<file path="src/rtl/count_run_arbiter_pkg.sv">
// Shared types for the count-run arbiter: FSM state encoding, requester count
// and the round-robin winner selection.
package count_run_arbiter_pkg;

    localparam int NUM_REQ = 2;
    localparam int ID_W    = $clog2(NUM_REQ);

    typedef logic [ID_W-1:0] req_id_t;

    typedef enum logic [1:0] {
        ST_IDLE  = 2'd0,
        ST_GRANT = 2'd1,
        ST_RUN   = 2'd2,
        ST_DONE  = 2'd3
    } state_e;

    // On a tie the requester not granted last wins; a lone request wins outright.
    function automatic req_id_t rr_pick(input logic [NUM_REQ-1:0] req_v,
                                        input req_id_t            last_v);
        if (&req_v) begin
            return ~last_v;
        end
        if (req_v[1]) begin
            return req_id_t'(1);
        end
        return req_id_t'(0);
    endfunction

endpackage

</file>
<file path="src/rtl/count_run_arbiter_counter_unit.sv">
// Shared run counter: synchronous clear has priority over increment, and the
// value saturates at all-ones instead of wrapping.
module counter_unit #(
    parameter int WIDTH = 4
) (
    input  logic             clk,
    input  logic             reset,
    input  logic             clr,
    input  logic             en,
    output logic [WIDTH-1:0] count
);

    logic [WIDTH-1:0] count_q;
    logic [WIDTH-1:0] count_d;

    always_comb begin
        count_d = count_q;
        if (clr) begin
            count_d = '0;
        end else if (en && (count_q != '1)) begin
            count_d = count_q + WIDTH'(1);
        end
    end

    // NOTE: non-blocking assignment so every flop samples pre-edge values.
    always_ff @(posedge clk or negedge reset) begin
        if (!reset) begin
            count_q <= '0;
        end else begin
            count_q <= count_d;
        end
    end

    assign count = count_q;

endmodule

</file>
<file path="src/rtl/count_run_arbiter.sv">
// Two-requester round-robin arbiter that lends a shared counter for a run of
// len ticks, then pulses done with the owner's id.
module count_run_arbiter
    import count_run_arbiter_pkg::*;
#(
    parameter int WIDTH = 4
) (
    input  logic               clk,
    input  logic               reset,
    input  logic [NUM_REQ-1:0] req,
    input  logic [WIDTH-1:0]   len0,
    input  logic [WIDTH-1:0]   len1,
    output logic [NUM_REQ-1:0] gnt,
    output logic               busy,
    output logic               done,
    output logic               done_id,
    output logic [WIDTH-1:0]   count
);

    state_e           state_q, state_d;
    req_id_t          id_q, id_d;
    req_id_t          last_q, last_d;
    logic [WIDTH-1:0] len_q, len_d;

    req_id_t          winner;
    logic             owner_req;
    logic             run_last;
    logic             cnt_clr;
    logic             cnt_en;
    logic [WIDTH:0]   count_inc;

    counter_unit #(
        .WIDTH (WIDTH)
    ) u_counter (
        .clk   (clk),
        .reset (reset),
        .clr   (cnt_clr),
        .en    (cnt_en),
        .count (count)
    );

    // Compared one bit wider so a full-scale run length cannot alias to zero.
    assign count_inc = {1'b0, count} + {{WIDTH{1'b0}}, 1'b1};
    assign run_last  = (count_inc == {1'b0, len_q});
    assign owner_req = req[id_q];
    assign winner    = rr_pick(req, last_q);

    // NOTE: every signal gets a default first so no latch is inferred.
    always_comb begin
        state_d = state_q;
        id_d    = id_q;
        last_d  = last_q;
        len_d   = len_q;
        cnt_clr = 1'b0;
        cnt_en  = 1'b0;

        unique case (state_q)
            ST_IDLE: begin
                if (req != '0) begin
                    id_d    = winner;
                    last_d  = winner;
                    len_d   = winner ? len1 : len0;
                    state_d = ST_GRANT;
                end
            end
            ST_GRANT: begin
                if (!owner_req) begin
                    state_d = ST_IDLE;
                end else begin
                    cnt_clr = 1'b1;
                    state_d = (len_q != '0) ? ST_RUN : ST_DONE;
                end
            end
            ST_RUN: begin
                // A withdrawn owner freezes the counter where it stands.
                if (!owner_req) begin
                    state_d = ST_IDLE;
                end else begin
                    cnt_en = 1'b1;
                    if (run_last) begin
                        state_d = ST_DONE;
                    end
                end
            end
            ST_DONE: begin
                state_d = ST_IDLE;
            end
            default: begin
                state_d = ST_IDLE;
            end
        endcase
    end

    // last_q resets to requester 1 so requester 0 wins the first tie.
    always_ff @(posedge clk or negedge reset) begin
        if (!reset) begin
            state_q <= ST_IDLE;
            id_q    <= req_id_t'(0);
            last_q  <= req_id_t'(1);
            len_q   <= '0;
        end else begin
            state_q <= state_d;
            id_q    <= id_d;
            last_q  <= last_d;
            len_q   <= len_d;
        end
    end

    always_comb begin
        busy     = (state_q == ST_GRANT) || (state_q == ST_RUN);
        done     = (state_q == ST_DONE);
        done_id  = id_q;
        gnt      = '0;
        if (busy) begin
            gnt[id_q] = 1'b1;
        end
    end

endmodule

</file>
<file path="config.mk">
export PLATFORM = sky130hd
export DESIGN_NAME = count_run_arbiter
export DESIGN_NICKNAME = d
export VERILOG_FILES = /design/src/rtl/count_run_arbiter_pkg.sv /design/src/rtl/count_run_arbiter_counter_unit.sv /design/src/rtl/count_run_arbiter.sv
export SDC_FILE = /design/constraint.sdc
export NUM_CORES = 1
export LEC_CHECK = 0
export ABC_AREA = 1
export BUFFER_PORTS_ARGS = -buffer_cell sky130_fd_sc_hd__buf_2
export CORE_MARGIN = 8
export CORE_UTILIZATION = 45
export CTS_CLUSTER_SIZE = 8
export DETAILED_ROUTE_END_ITERATION = 8
export PLACE_DENSITY = 0.76
export SETUP_SLACK_MARGIN = 0.02
export SLEW_MARGIN = 20
export SYNTH_ARGS = -nofsm -noshare
export SYNTH_HDL_FRONTEND = slang
export SYNTH_SLANG_ARGS = --single-unit
</file>
<file path="constraint.sdc">
create_clock -name clk -period 1.4 [get_ports clk]
set_input_delay 0.07 -clock clk [delete_from_list [all_inputs] [get_ports clk]]
set_output_delay 0.07 -clock clk [all_outputs]
set_load 0.01 [all_outputs]
</file>
# [After elaboration in Yosys (flattened, before gate mapping)]
# Index checks and enable logic that the tools add are counted.
# Widths: inputs -> output; s select.
[op_classes] add_sub_neg=2 order_cmp=2 n_eq_ne=7 mux=24 bitwise_logic=1 n_reduce_logical=10
[ops] op="$mux 1" n=14
[ops] op="$mux 4" n=3
[ops] op="$mux 2" n=5
[ops] op="$pmux 2 s4" n=1
[ops] op="$reduce_and 2->1" n=3
[ops] op="$add 4x1->5 const B" n=1
[ops] op="$eq 5x4->1" n=1
[ops] op="$add 4x1->4 const B" n=1
[ops] op="$eq 2x2->1 const B" n=2
[ops] op="$ne 4x4->1 const B" n=1
[ops] op="$reduce_bool 2->1" n=2
[ops] op="$reduce_bool 4->1" n=1
[ops] op="$ne 3x3->1 const B" n=1
[ops] op="$eq 2x1->1 const B" n=1
[ops] op="$logic_and 1x1->1" n=2
[ops] op="$logic_not 2->1" n=1
[ops] op="$lt 1x2->1 const B" n=1
[ops] op="$ne 2x2->1 const B" n=1
[ops] op="$demux 1 s1" n=1
[ops] op="$ge 1x1->1 const B" n=1
[ops] op="$logic_or 1x1->1" n=1
[ops] op="$not 1->1" n=1
[totals] regBits=12 in_bits=12

# [Depth between registers and ports, before layout]
# Gate-level depths: netlist (run 1).
[depth] ltp_word=7 ltp_mapped=12 ltp_nobuf=12

# [Cells and area by module]
# From an unflattened synthesis (run 1), not the netlist that was laid out.
[unflattened] hier_cells=124 hier_area_um2=875.8
[modules_own_cells] mod="count_run_arbiter" n_inst=1 cells_each=95 area_per_inst_um2=653.1 seq_area_each_um2=201.4
[modules_own_cells] mod="counter_unit" n_inst=1 cells_each=29 area_per_inst_um2=222.7 seq_area_each_um2=100.1

# [Least setup slack after synthesis (run 1)]
# No wires, ideal clock.
[synth_timing] path_type="reg2reg" from="register u_counter.count_q[0], in the netlist u_counter.count[0]" to="register state_q[0]" setup_ns=0.117 arrival_ns=1.345 t_required_ns=1.283 setup_slack_ns=-0.061 path_stages_with_launch=10 n_path_buf=0 synth_period_minus_slack_ns=1.461 path_cell_list="dfrtp_1 -> ha_1 -> xnor2_1 -> nand3_1 -> nor2_1 -> nand2_1 -> nand2_2 -> nand2_2 -> nand2_1 -> nand2_1"
[synth_via] elab_chain_len=4
[synth_lines] element="from (decl)" line_no="count_run_arbiter_counter_unit.sv:13" rtl="logic [WIDTH-1:0] count_q;"
[synth_lines] element="from (signal assigned)" line_no="count_run_arbiter_counter_unit.sv:30" rtl="count_q <= count_d;"
[synth_lines] element="$add 4x1->5" line_no="count_run_arbiter.sv:43" rtl="assign count_inc = {1'b0, count} + {{WIDTH{1'b0}}, 1'b1};"
[synth_lines] element="$eq 5x4->1" line_no="count_run_arbiter.sv:44" rtl="assign run_last = (count_inc == {1'b0, len_q});"
[synth_lines] element="$ne 3x3->1 (no line)"
[synth_lines] element="$reduce_and 2->1 (no line)"
[synth_lines] element="to (signal assigned)" line_no="count_run_arbiter.sv:102" rtl="state_q <= state_d;"
[synth_lines] element="to (decl)" line_no="count_run_arbiter.sv:20" rtl="state_e state_q, state_d;"
# Every way passes these cells.
# A chain may end at the register's enable or synchronous reset.

# [Worst setup path after layout (run 1)]
[layout_timing] from="register u_counter.count_q[0], in the netlist u_counter.count[0]" to="register state_q[1]"
# The elaborated chain is that of the path after synthesis.

==> metrics.md, run 1 <==
| Metric | Value |
|---|---|
| Clock power share | `0.119` |
| Period minus WS final | `1.43 ns` |
| Clock slew at reported path FFs | `0.08 ns` |
| Slew @ Worst Pin | `0.356 ns` |
| CP bufs+invs | `0` |
| Min-delay worst type | `input pin to register` |
| CP startpoint | `u_counter.count[0]$_DFFE_PN0P_` |
| Chip Width | `57.8 um` |
| Yosys warning count | `0` |
| Largest net degree at the start of global routing | `13` |
| Crit end category | `register` |
| H-Tree Level Count | `1` |
| Gpl congestion | `0.736` |
| Sequential Power Share | `0.274` |
| Mapped Area | `786 um^2` |
| Post-synthesis sequential area ratio | `0.384` |
| # setup viols final | `2` |
| Max IR drop VDD | `1.07 mV` |
| Dpl hpwl | `1440 um` |
| Final hold vios | `0` |
| Placed inst area | `945 um^2` |
| Status | `finished, violations left` |
| Crit share post-route | `1.02` |
| Global-route wire length before repair | `2990 um` |
| Final Instance Count excl. Fillers | `156` |
| Internal reg-to-reg setup slack | `-0.03 ns` |
| Setup TNS | `-0.0289 ns` |
| PortBufs | `20` |
| Worst r2r src | `u_counter.count[0]$_DFFE_PN0P_` |
| Clk root buf | `clkbuf_4` |
| Post-Route WL | `1870 um` |
| Crit path cell chain | `ha_4, xnor2_2, nand3_1, nor2_1, nand2_1, nand2_2, nand2_2, nand2_1, nand2_1` |
| Hold slack | `0.0711 ns` |
| Vias per Instance | `4.99` |
| RSZ-0062 raised after global routing | `yes` |
| Skew final | `0.00261 ns` |
| FF-to-FF End | `state_q[1]$_DFFE_PN0P_` |
| Slowest CP cell | `dfrtp_2` |
| Top cell by count, worst path | `nand2_1` |
| Initial antenna violation count | `0` |
| 1st-iter DRT viols | `22` |
| Power per cell area | `2210 nW/um^2` |
| N_diodes | `0` |
| Area grow syn2layout | `32.2%` |
| Layout fillers | `159` |
| Worst path depth | `9` |
| MaxCap Viol Count | `0` |
| CTS buffer count | `3` |
| Ports | `21` |
| DRT antenna net count | `0` |
| CTS tree | `built` |
| Die area | `3340 um^2` |
| Worst r2r path cells | `9` |
| CP Max Fanout | `3` |
| GRT Residual Overflow | `0` |
| Final Slew Violations | `0` |
| Yosys reg bits | `12` |
| Core Region | `1690 um^2` |
| Synth Net Count | `126` |
| Total GRT Usage | `0.113` |
| Rel. slew slack | `0.763` |
| Leak | `0.561 nW` |
| Post-synth cell types | `16` |
| Fin area | `1040 um^2` |
| # clock sinks | `12` |
| Syn Area/Cell | `7.28 um^2` |
| Final WS setup | `-0.0260 ns` |
| FMAX | `701 MHz` |
| Sw power | `995 uW` |
| Cell Rows | `15` |
| Crit path capture | `state_q[1]$_DFFE_PN0P_` |
| CP Data Required Time | `1.56 ns` |
| Violations in the final reports | `setup timing` |
| Nets | `158` |
| Share of cells above drive strength 1 | `0.345` |
| Cell Int Power | `1.30 mW` |
| DR DRC count | `0` |
| DRT Pass-1 Iters | `4` |
| Initial Util | `0.465` |
| Post-synthesis cell count | `108` |
| Crit path launch type | `register` |
| Top delay family on crit path | `simple AND/OR/NAND/NOR gates` |
| Routed vias | `779` |
| Longest Clk Path Bufs | `2` |
| Crit path largest cell delay | `0.43 ns` |
| Placed Cells | `148` |
| Die Span Y | `57.8 um` |
| WS Path Type | `register to register` |
| Vias in the first global route | `739` |
| PnR Total Power | `2.29 mW` |
| WL per Instance | `12.0 um` |
| Critical Path AT | `1.58 ns` |
| Combinational Power Share | `0.607` |
| Sw frac | `0.434` |
| Clk_lat worst skew | `0.27 ns` |
## synth_stat cells
cell type,count,area share
a21oi_1,2,0.013
dfrtp_1,11,0.35
dfstp_2,1,0.033
ha_1,6,0.096
inv_1,17,0.081
inv_2,2,0.0096
nand2_1,25,0.12
nand2_2,4,0.032
nand3_1,10,0.064
nand3_2,1,0.013
nand4_1,3,0.024
nor2_1,9,0.043
o21ai_0,7,0.045
o21ai_1,3,0.019
o22ai_1,6,0.048
xnor2_1,1,0.011
## worst reg2reg max path, delay by kind of cell, from the launching register on
kind                     cells  cell delay [ns]
adder cells (fa/ha/maj)      1             0.25
flip-flops                   1             0.43
AND/OR/NAND/NOR              7             0.49
XOR/XNOR                     1             0.14
## flip-flops by register name, summed over array words and instances, names as in the netlist
name / count
last_q: 1
u_counter.count: 4
state_q: 2
done_id: 1
len_q: 4
## power by group through the flow
stage          sequential [mW]  combinational, mW  clock (mW)
6_report                 0.629               1.39       0.272
5_1_grt                  0.650               1.56       0.301
4_1_cts                  0.625               1.29       0.283
3_5_place_dp             0.644               1.18           0
3_3_place_gp             0.632               1.15           0
2_1_floorplan            0.661              0.784           0
## timing repair
item                                   CTS  global route
pin swaps                                0             2
cloned                                   0             0
resized for setup                        1             6
buffers inserted                         2             1
setup endpoints to repair                4             9
endpoints found under the hold margin   12             0
hold buffers                             1             0
## layout make-up
class / count / area (um^2) / share of cell area
multi-input cells: 77 / 450 / 0.434
repair buffers: 27 / 155 / 0.149
well taps: 17 / 21.3 / 0.0205
clock buffers: 4 / 36.3 / 0.0349
flip-flops and latches: 12 / 304 / 0.293
inverters: 19 / 71.3 / 0.0687
## worst min path at each step
stage / slack [ns] / start / end / cells after the start
floorplan: -0.23 / reset / done_id$_DFFE_PN0P_ / 0
detailed placement: -0.04 / reset / u_counter.count[3]$_DFFE_PN0P_ / 1
global placement: -0.04 / reset / u_counter.count[3]$_DFFE_PN0P_ / 1
CTS: 0.06 / len1[1] / len_q[1]$_DFFE_PN0P_ / 3
finish: 0.07 / len1[1] / len_q[1]$_DFFE_PN0P_ / 3
global route: 0.07 / len1[2] / len_q[2]$_DFFE_PN0P_ / 3
## cells in the final DEF, fill, tap and decap left out, types with 6 or more instances in the layout
cell type  Yosys  final
buf_2          0     20
o21ai_0        7      7
inv_1         17     14
o22ai_1        6      6
nor2_1         9      9
dfrtp_1       11      9
buf_4          0      6
nand3_1       10     10
nand2_2        4      6
nand2_1       25     23
## stage by stage
step                worst slack (ns)   util
finish                       -0.0260  0.615
global placement              0.0575  0.559
CTS                          0.00708  0.600
floorplan                     0.0264      -
detailed placement            0.0212  0.559
global route                  -0.130  0.615
## cell families after synthesis
kind of cell    after synthesis  share of synthesized area
simple gates                 52                      0.295
buf+inv                      19                     0.0908
compound gates               18                      0.124
flops                        12                      0.384
fa+ha+maj                     6                     0.0955
xor+xnor                      1                     0.0111
## layer usage
metal	vias up	GRT usage	wire, um
li1	414	-	-
met1	336	0.129	890
met2	27	0.186	830
met3	2	0.0464	131
met4	0	0.0420	12
met5	-	0	0
Note: power is estimated with default switching activity, not from simulation.
==> inputs of run 2 (changes only) <==
Settings changed: CORE_MARGIN 8 to unset, TNS_END_PERCENT set to 20.
==> run 2 against run 1 <==
Effect of this change:
- final cell count down 0.64%
- critical endpoint is now state_q[0]$_DFFE_PN0P_
- via count is 1.5% lower
- sequential power hardly changed
- non-clock buffer count stayed put
- worst setup slack improved by 0.046 ns
- maximum frequency up 3.3%
- the flow finishes with violations (DRC)
- cell area shrank 2.0%
- largest cell class unchanged
- routed wire length down 12%
==> metrics.md, run 2 (synthesized netlist as in run 1, its figures left out) <==
| Metric | Value |
|---|---|
| RSZ-0062 raised after global routing | `yes` |
| Post-Route M1 WL | `771 um (-13%)` |
| Skew final | `0.0117 ns (+0.00913 ns)` |
| Share of cells above drive strength 1 | `0.331 (-0.0144)` |
| Met2 Routed Length | `767 um (-7.6%)` |
| Crit path launch type | `register` |
| GRT Residual Overflow | `0 (unchanged)` |
| Crit path cell chain | `ha_4, xnor2_2, nand3_1, nor2_1, nand2_1, nand2_2, nand2_2, nand2_1, nand2_1` |
| Clk_lat worst skew | `0.28 ns (about the same)` |
| Worst slack at placement | `0.0294 ns (+0.00820 ns)` |
| PortBufs | `20 (unchanged)` |
| Commonest non-fill, non-tap cell in the layout | `nand2_1` |
| Dpl hpwl | `1290 um (-11%)` |
| Die area | `1920 um^2 (-43%)` |
| Initial Util | `0.498 (+0.0332)` |
| Crit path largest cell delay | `0.43 ns (about the same)` |
| Crit share post-route | `0.986 (-0.0325)` |
| Top delay family on crit path | `simple AND/OR/NAND/NOR gates` |
| Clock slew at reported path FFs | `0.08 ns (about the same)` |
| MaxCap Viol Count | `0 (unchanged)` |
| WS Path Type | `register to register` |
| WL per Instance | `10.6 um (-11%)` |
| Total GRT Usage | `0.187 (+0.0738)` |
| Routed vias | `767 (-1.5%)` |
| H-Tree Level Count | `1 (unchanged)` |
| Slowest CP cell | `dfrtp_2` |
| Placed inst area | `951 um^2 (+0.66%)` |
| Gpl congestion | `0.775 (+5.2%)` |
| Area grow syn2layout | `29.5%` |
| Status | `finished, violations left` |
| 1st-iter DRT viols | `14 (-36%)` |
| Crit end category | `register` |
| FMAX | `724 MHz (+3.3%)` |
| DR DRC count | `2 (+2)` |
| WL met3 | `92 um (-30%)` |
| CP bufs+invs | `0 (unchanged)` |
| Top layer used by detailed routing | `met4` |
| Leak | `0.554 nW (-1.2%)` |
| Clk root buf | `clkbuf_4` |
| Rel. slew slack | `0.757 (-0.00569)` |
| DRT Pass-1 Iters | `6 (+2)` |
| # setup viols final | `0 (-2)` |
| Layout fillers | `144 (-9.4%)` |
| Power per cell area | `2110 nW/um^2 (-4.4%)` |
| CP Data Required Time | `1.58 ns (+0.02 ns)` |
| Final hold vios | `0 (unchanged)` |
| Violations in the final reports | `DRC` |
| CP Max Fanout | `3 (unchanged)` |
| DRT antenna net count | `0 (unchanged)` |
| Top cell by count, worst path | `nand2_1` |
| Chip Width | `43.8 um (-24%)` |
| Longest Clk Path Bufs | `2 (unchanged)` |
| Die Span Y | `43.8 um (-24%)` |
| Final WS setup | `0.0196 ns (+0.0455 ns)` |
| Post-Route WL | `1640 um (-12%)` |
| Nets | `158 (unchanged)` |
| Fin area | `1020 um^2 (-2.0%)` |
| Max IR drop VDD | `1.05 mV (-2.0%)` |
| CTS tree | `built` |
| Global-route wire length before repair | `2600 um (-13%)` |
| Most frequent cells in the layout | `nand2_1, buf_2, inv_1` |
| Final Slew Violations | `0 (unchanged)` |
| Cell Rows | `14 (-1)` |
| Period minus WS final | `1.38 ns (-0.0455 ns)` |
| Setup TNS | `0 ns (+0.0289 ns)` |
| Min-delay worst type | `input pin to register` |
| Critical Path AT | `1.56 ns (-0.02 ns)` |
| N_diodes | `0 (unchanged)` |
| Ports | `21 (unchanged)` |
| Vias per Instance | `4.95 (-0.91%)` |
| Slew @ Worst Pin | `0.364 ns (+0.00853 ns)` |
| Initial antenna violation count | `0 (unchanged)` |
| Vias in the first global route | `639 (-14%)` |
| Core Region | `1580 um^2 (-6.7%)` |
| Largest net degree at the start of global routing | `13 (unchanged)` |
| CTS buffer count | `3 (unchanged)` |
| # clock sinks | `12 (unchanged)` |
[run 2: cell counts in the layout (fill, tap and decap cells not counted)]
Identical to the previous run, type by type.
[run 2: per-stage QoR]
step                power (mW)   util  hold WS, ns  instances
floorplan                 1.44      -       -0.226        108
global placement          1.80  0.603      -0.0428        148
detailed placement        1.82  0.603      -0.0392        148
CTS                       2.08  0.631       0.0673        154
global route              2.34  0.645       0.0659        155
finish                    2.15  0.645       0.0692        155
[run 2: what timing repair did]
| action | in CTS | in global routing |
|---|---|---|
| endpoints found under the setup margin | 4 | 9 |
| resized for setup | 0 | 6 |
| pin swaps | 0 | 1 |
| endpoints found under the hold margin | 12 | 0 |
| setup buffers | 1 | 1 |
| hold buffers | 1 | 0 |
| gates cloned | 0 | 0 |
[run 2: power breakdown]
group          internal (mW)  switching [mW]
clock network          0.110           0.113
logic                  0.585           0.710
registers              0.511           0.117
total                   1.21           0.940
[run 2: worst paths after layout]
check	start	to	slack, ns	cells past startpoint
max in group asynchronous	reset	last_q$_DFFE_PN1P_	0.93	2
min in group asynchronous	reset	u_counter.count[3]$_DFFE_PN0P_	0.19	2
setup / recovery	u_counter.count[0]$_DFFE_PN0P_	state_q[0]$_DFFE_PN0P_	0.02	9
setup reg to reg	u_counter.count[0]$_DFFE_PN0P_	state_q[0]$_DFFE_PN0P_	0.02	9
hold / removal	len1[2]	len_q[2]$_DFFE_PN0P_	0.07	3
hold reg to reg	last_q$_DFFE_PN1P_	last_q$_DFFE_PN1P_	0.49	2
[run 2: final cells by class]
cell class | count | area (um^2) | area share
flip-flops and latches | 12 | 304 | 0.299
repair buffers | 27 | 155 | 0.153
well taps | 16 | 20.0 | 0.0197
multi-input cells | 77 | 440 | 0.433
clock buffers | 4 | 26.3 | 0.0258
inverters | 19 | 71.3 | 0.0701
[run 2: tightest hold or removal path: cells and delay by family]
family / cells / cell delay (ns)
AOI/OAI and AO/OA: 1 / 0.11
buffers and inverters: 1 / 0.08
and+or+nand+nor: 1 / 0.03
[run 2: metal layers]
metal / vias up / GRT usage
met2: 25 / 0.307
met4: 0 / 0.0375
li1: 413 / -
met5: - / 0
met1: 327 / 0.232
met3: 2 / 0.0750
==> inputs of run 3 (changes only) <==
--- a/config.mk
+++ b/config.mk
@@ -9,2 +9,3 @@
 export BUFFER_PORTS_ARGS = -buffer_cell sky130_fd_sc_hd__buf_2
+export CORE_MARGIN = 4
 export CORE_UTILIZATION = 45
@@ -12,3 +13,3 @@
 export DETAILED_ROUTE_END_ITERATION = 8
-export PLACE_DENSITY = 0.76
+export PLACE_DENSITY_LB_ADDON = 0.1
 export SETUP_SLACK_MARGIN = 0.02
--- a/constraint.sdc
+++ b/constraint.sdc
@@ -3,2 +3,2 @@
 set_output_delay 0.07 -clock clk [all_outputs]
-set_load 0.01 [all_outputs]
+set_load 0.02 [all_outputs]
==> run 3 against run 2 <==
Effect of this change:
- the flow now finishes without violations
- total power grew 11%
- via count up 4.7%
- final cell count decreased by 0.65%
- count of clock-buffer cells in the layout did not move
- clock skew down 0.0095 ns
- non-clock buffer count is 1 lower
- critical path type unchanged
- global-route usage is 2.3 points lower
- routed wire length rose by 6.6%
- hold slack worse by 0.020 ns
- maximum frequency is 0.53% lower
==> metrics.md, run 3 (synthesized netlist as in run 1, its figures left out) <==
| Metric | Value |
|---|---|
| Slew @ Worst Pin | `0.378 ns (+0.0139 ns)` |
| CTS buffer count | `3 (unchanged)` |
| DRT antenna net count | `0 (unchanged)` |
| Largest net degree at the start of global routing | `13 (unchanged)` |
| Global-route wire length before repair | `3090 um (+19%)` |
| Chip Width | `49.8 um (+14%)` |
| Area occupied by multi-input gates | `450 um^2 (+2.3%)` |
| Critical Path AT | `1.56 ns (about the same)` |
| FF-to-FF End | `state_q[0]$_DFFE_PN0P_` |
| Clock slew at reported path FFs | `0.08 ns (about the same)` |
| Longest Clk Path Bufs | `2 (unchanged)` |
| Initial antenna violation count | `0 (unchanged)` |
| FF+latch area | `305 um^2 (+0.41%)` |
| Worst slack at placement | `0.0312 ns (+0.00187 ns)` |
| Skew final | `0.00227 ns (-0.00947 ns)` |
| N_diodes | `0 (unchanged)` |
| Layout fillers | `148 (+2.8%)` |
| Share of cells above drive strength 1 | `0.348 (+0.0169)` |
| Hold slack | `0.0487 ns (-0.0205 ns)` |
| Status | `complete, no violations` |
| Rel. slew slack | `0.748 (-0.00930)` |
| Final WS setup | `0.0122 ns (-0.00734 ns)` |
| Initial Util | `0.498 (unchanged)` |
| Crit path capture | `state_q[0]$_DFFE_PN0P_` |
| Period minus WS final | `1.39 ns (+0.00734 ns)` |
| # clock sinks | `12 (unchanged)` |
| Final hold vios | `0 (unchanged)` |
| CTS tree | `built` |
| Routed vias | `803 (+4.7%)` |
| Clk root buf | `clkbuf_4` |
| RSZ-0062 raised after global routing | `yes` |
| Clk_lat worst skew | `0.28 ns (about the same)` |
| Fin area | `1030 um^2 (+1.6%)` |
| Core Region | `1580 um^2 (unchanged)` |
| # setup viols final | `0 (unchanged)` |
| Sequential Power Share | `0.266 (-0.026)` |
| Power per cell area | `2310 nW/um^2 (+9.4%)` |
| Post-Route WL | `1750 um (+6.6%)` |
| Combinational Power Share | `0.634 (+0.031)` |
| H-Tree Level Count | `1 (unchanged)` |
| Crit path launch type | `register` |
| 1st-iter DRT viols | `12 (-2)` |
| MaxCap Viol Count | `0 (unchanged)` |
| Sw frac | `0.462 (+0.0240)` |
| Die area | `2480 um^2 (+29%)` |
| Vias in the first global route | `724 (+13%)` |
| Leak | `0.550 nW (-0.67%)` |
| Cell Int Power | `1.29 mW (+6.5%)` |
| Min-delay worst type | `input pin to register` |
| Worst r2r path cells | `9 (unchanged)` |
| Area grow syn2layout | `31.5%` |
| Gpl congestion | `0.892 (+15%)` |
| Worst r2r src | `u_counter.count[1]$_DFFE_PN0P_` |
| Internal reg-to-reg setup slack | `0.01 ns (about the same)` |
| WL per Instance | `11.4 um (+7.3%)` |
| Commonest non-fill, non-tap cell in the layout | `nand2_1` |
| DRT Pass-1 Iters | `4 (-2)` |
| Sw power | `1.10 mW (+17%)` |
| Die Span Y | `49.8 um (+14%)` |
| CP Data Required Time | `1.58 ns (about the same)` |
| Cell Rows | `14 (unchanged)` |
| Vias per Instance | `5.21 (+5.4%)` |
| Max IR drop VDD | `1.54 mV (+47%)` |
| PortBufs | `20 (unchanged)` |
| Most frequent cells in the layout | `nand2_1, buf_2, inv_1` |
| Final Slew Violations | `0 (unchanged)` |
| Crit share post-route | `0.991 (+0.00524)` |
| CP Max Fanout | `3 (unchanged)` |
| FMAX | `721 MHz (-0.53%)` |
| GRT Residual Overflow | `0 (unchanged)` |
| Ports | `21 (unchanged)` |
| CP startpoint | `u_counter.count[1]$_DFFE_PN0P_` |
| Total GRT Usage | `0.164 (-0.0227)` |
| Nets | `157 (-0.63%)` |
| WS Path Type | `register to register` |
| Crit end category | `register` |
| Clock power share | `0.099 (-0.005)` |
| DR DRC count | `0 (-2)` |
| Setup TNS | `0 ns (unchanged)` |
| Dpl hpwl | `1360 um (+5.4%)` |
| Placed inst area | `943 um^2 (-0.79%)` |
==> run 3: changes by cell type in the layout (fill, tap and decap cells not counted), moves of 2 or more <==
cell and delta:
inv_2 +2, inv_1 -2, buf_6 +2, buf_2 -2
==> run 3: critical path: stages (launching register included) <==
cell and delay (ns):
dfrtp_2 0.43, ha_4 0.25, xnor2_2 0.14, nand3_1 0.09, nor2_1 0.09, nand2_1 0.07, nand2_2 0.07, nand2_2 0.05
nand2_1 0.05, nand2_1 0.04
==> run 3: through the flow <==
stage / cells / total power [mW] / utilization
global route: 154 / 2.65 / 0.656
finish: 154 / 2.39 / 0.656
CTS: 154 / 2.31 / 0.645
global placement: 147 / 1.88 / 0.598
detailed placement: 147 / 1.91 / 0.598
floorplan: 108 / 1.54 / -
==> run 3: repair_timing <==
| action | 4_1_cts | 5_1_grt |
|---|---|---|
| endpoints found under the hold margin | 12 | 0 |
| pin swaps | 1 | 1 |
| setup buffers | 2 | 0 |
| hold buffers | 1 | 0 |
| gates resized for setup | 3 | 10 |
| endpoints found under the setup margin | 4 | 10 |
==> run 3: metal layers <==
metal | vias to the layer above | GRT usage | part of all wire
met3 | 5 | 0.0181 | 0.069
li1 | 412 | - | -
met5 | - | 0 | 0
met4 | 0 | 0.0968 | 0.026
met1 | 355 | 0.222 | 0.44
met2 | 31 | 0.251 | 0.46
==> run 3: layout make-up <==
cell class / instances / share of cell area
Tap cell: 16 / 0.0194
Multi-Input combinational cell: 77 / 0.436
Timing Repair Buffer: 26 / 0.155
Clock buffer: 4 / 0.0254
Inverter: 19 / 0.0690
Sequential cell: 12 / 0.295
==> run 3: power by group through the flow <==
stage | Sequential (mW) | Combinational [mW] | Clock, mW
after CTS | 0.622 | 1.44 | 0.245
after detailed placement | 0.644 | 1.27 | 0
final | 0.636 | 1.51 | 0.237
after floorplan | 0.692 | 0.852 | 0
after global placement | 0.636 | 1.25 | 0
after global routing | 0.657 | 1.72 | 0.271
==> run 3: how the worst min path moves through the flow <==
stage | startpoint | to | slack, ns | cells past startpoint
2_1_floorplan | reset | done_id$_DFFE_PN0P_ | -0.23 | 0
3_3_place_gp | reset | u_counter.count[3]$_DFFE_PN0P_ | -0.04 | 1
3_5_place_dp | reset | u_counter.count[3]$_DFFE_PN0P_ | -0.04 | 1
4_1_cts | len1[2] | len_q[2]$_DFFE_PN0P_ | 0.05 | 3
5_1_grt | len1[0] | len_q[0]$_DFFE_PN0P_ | 0.04 | 3
6_report | len1[2] | len_q[2]$_DFFE_PN0P_ | 0.05 | 3
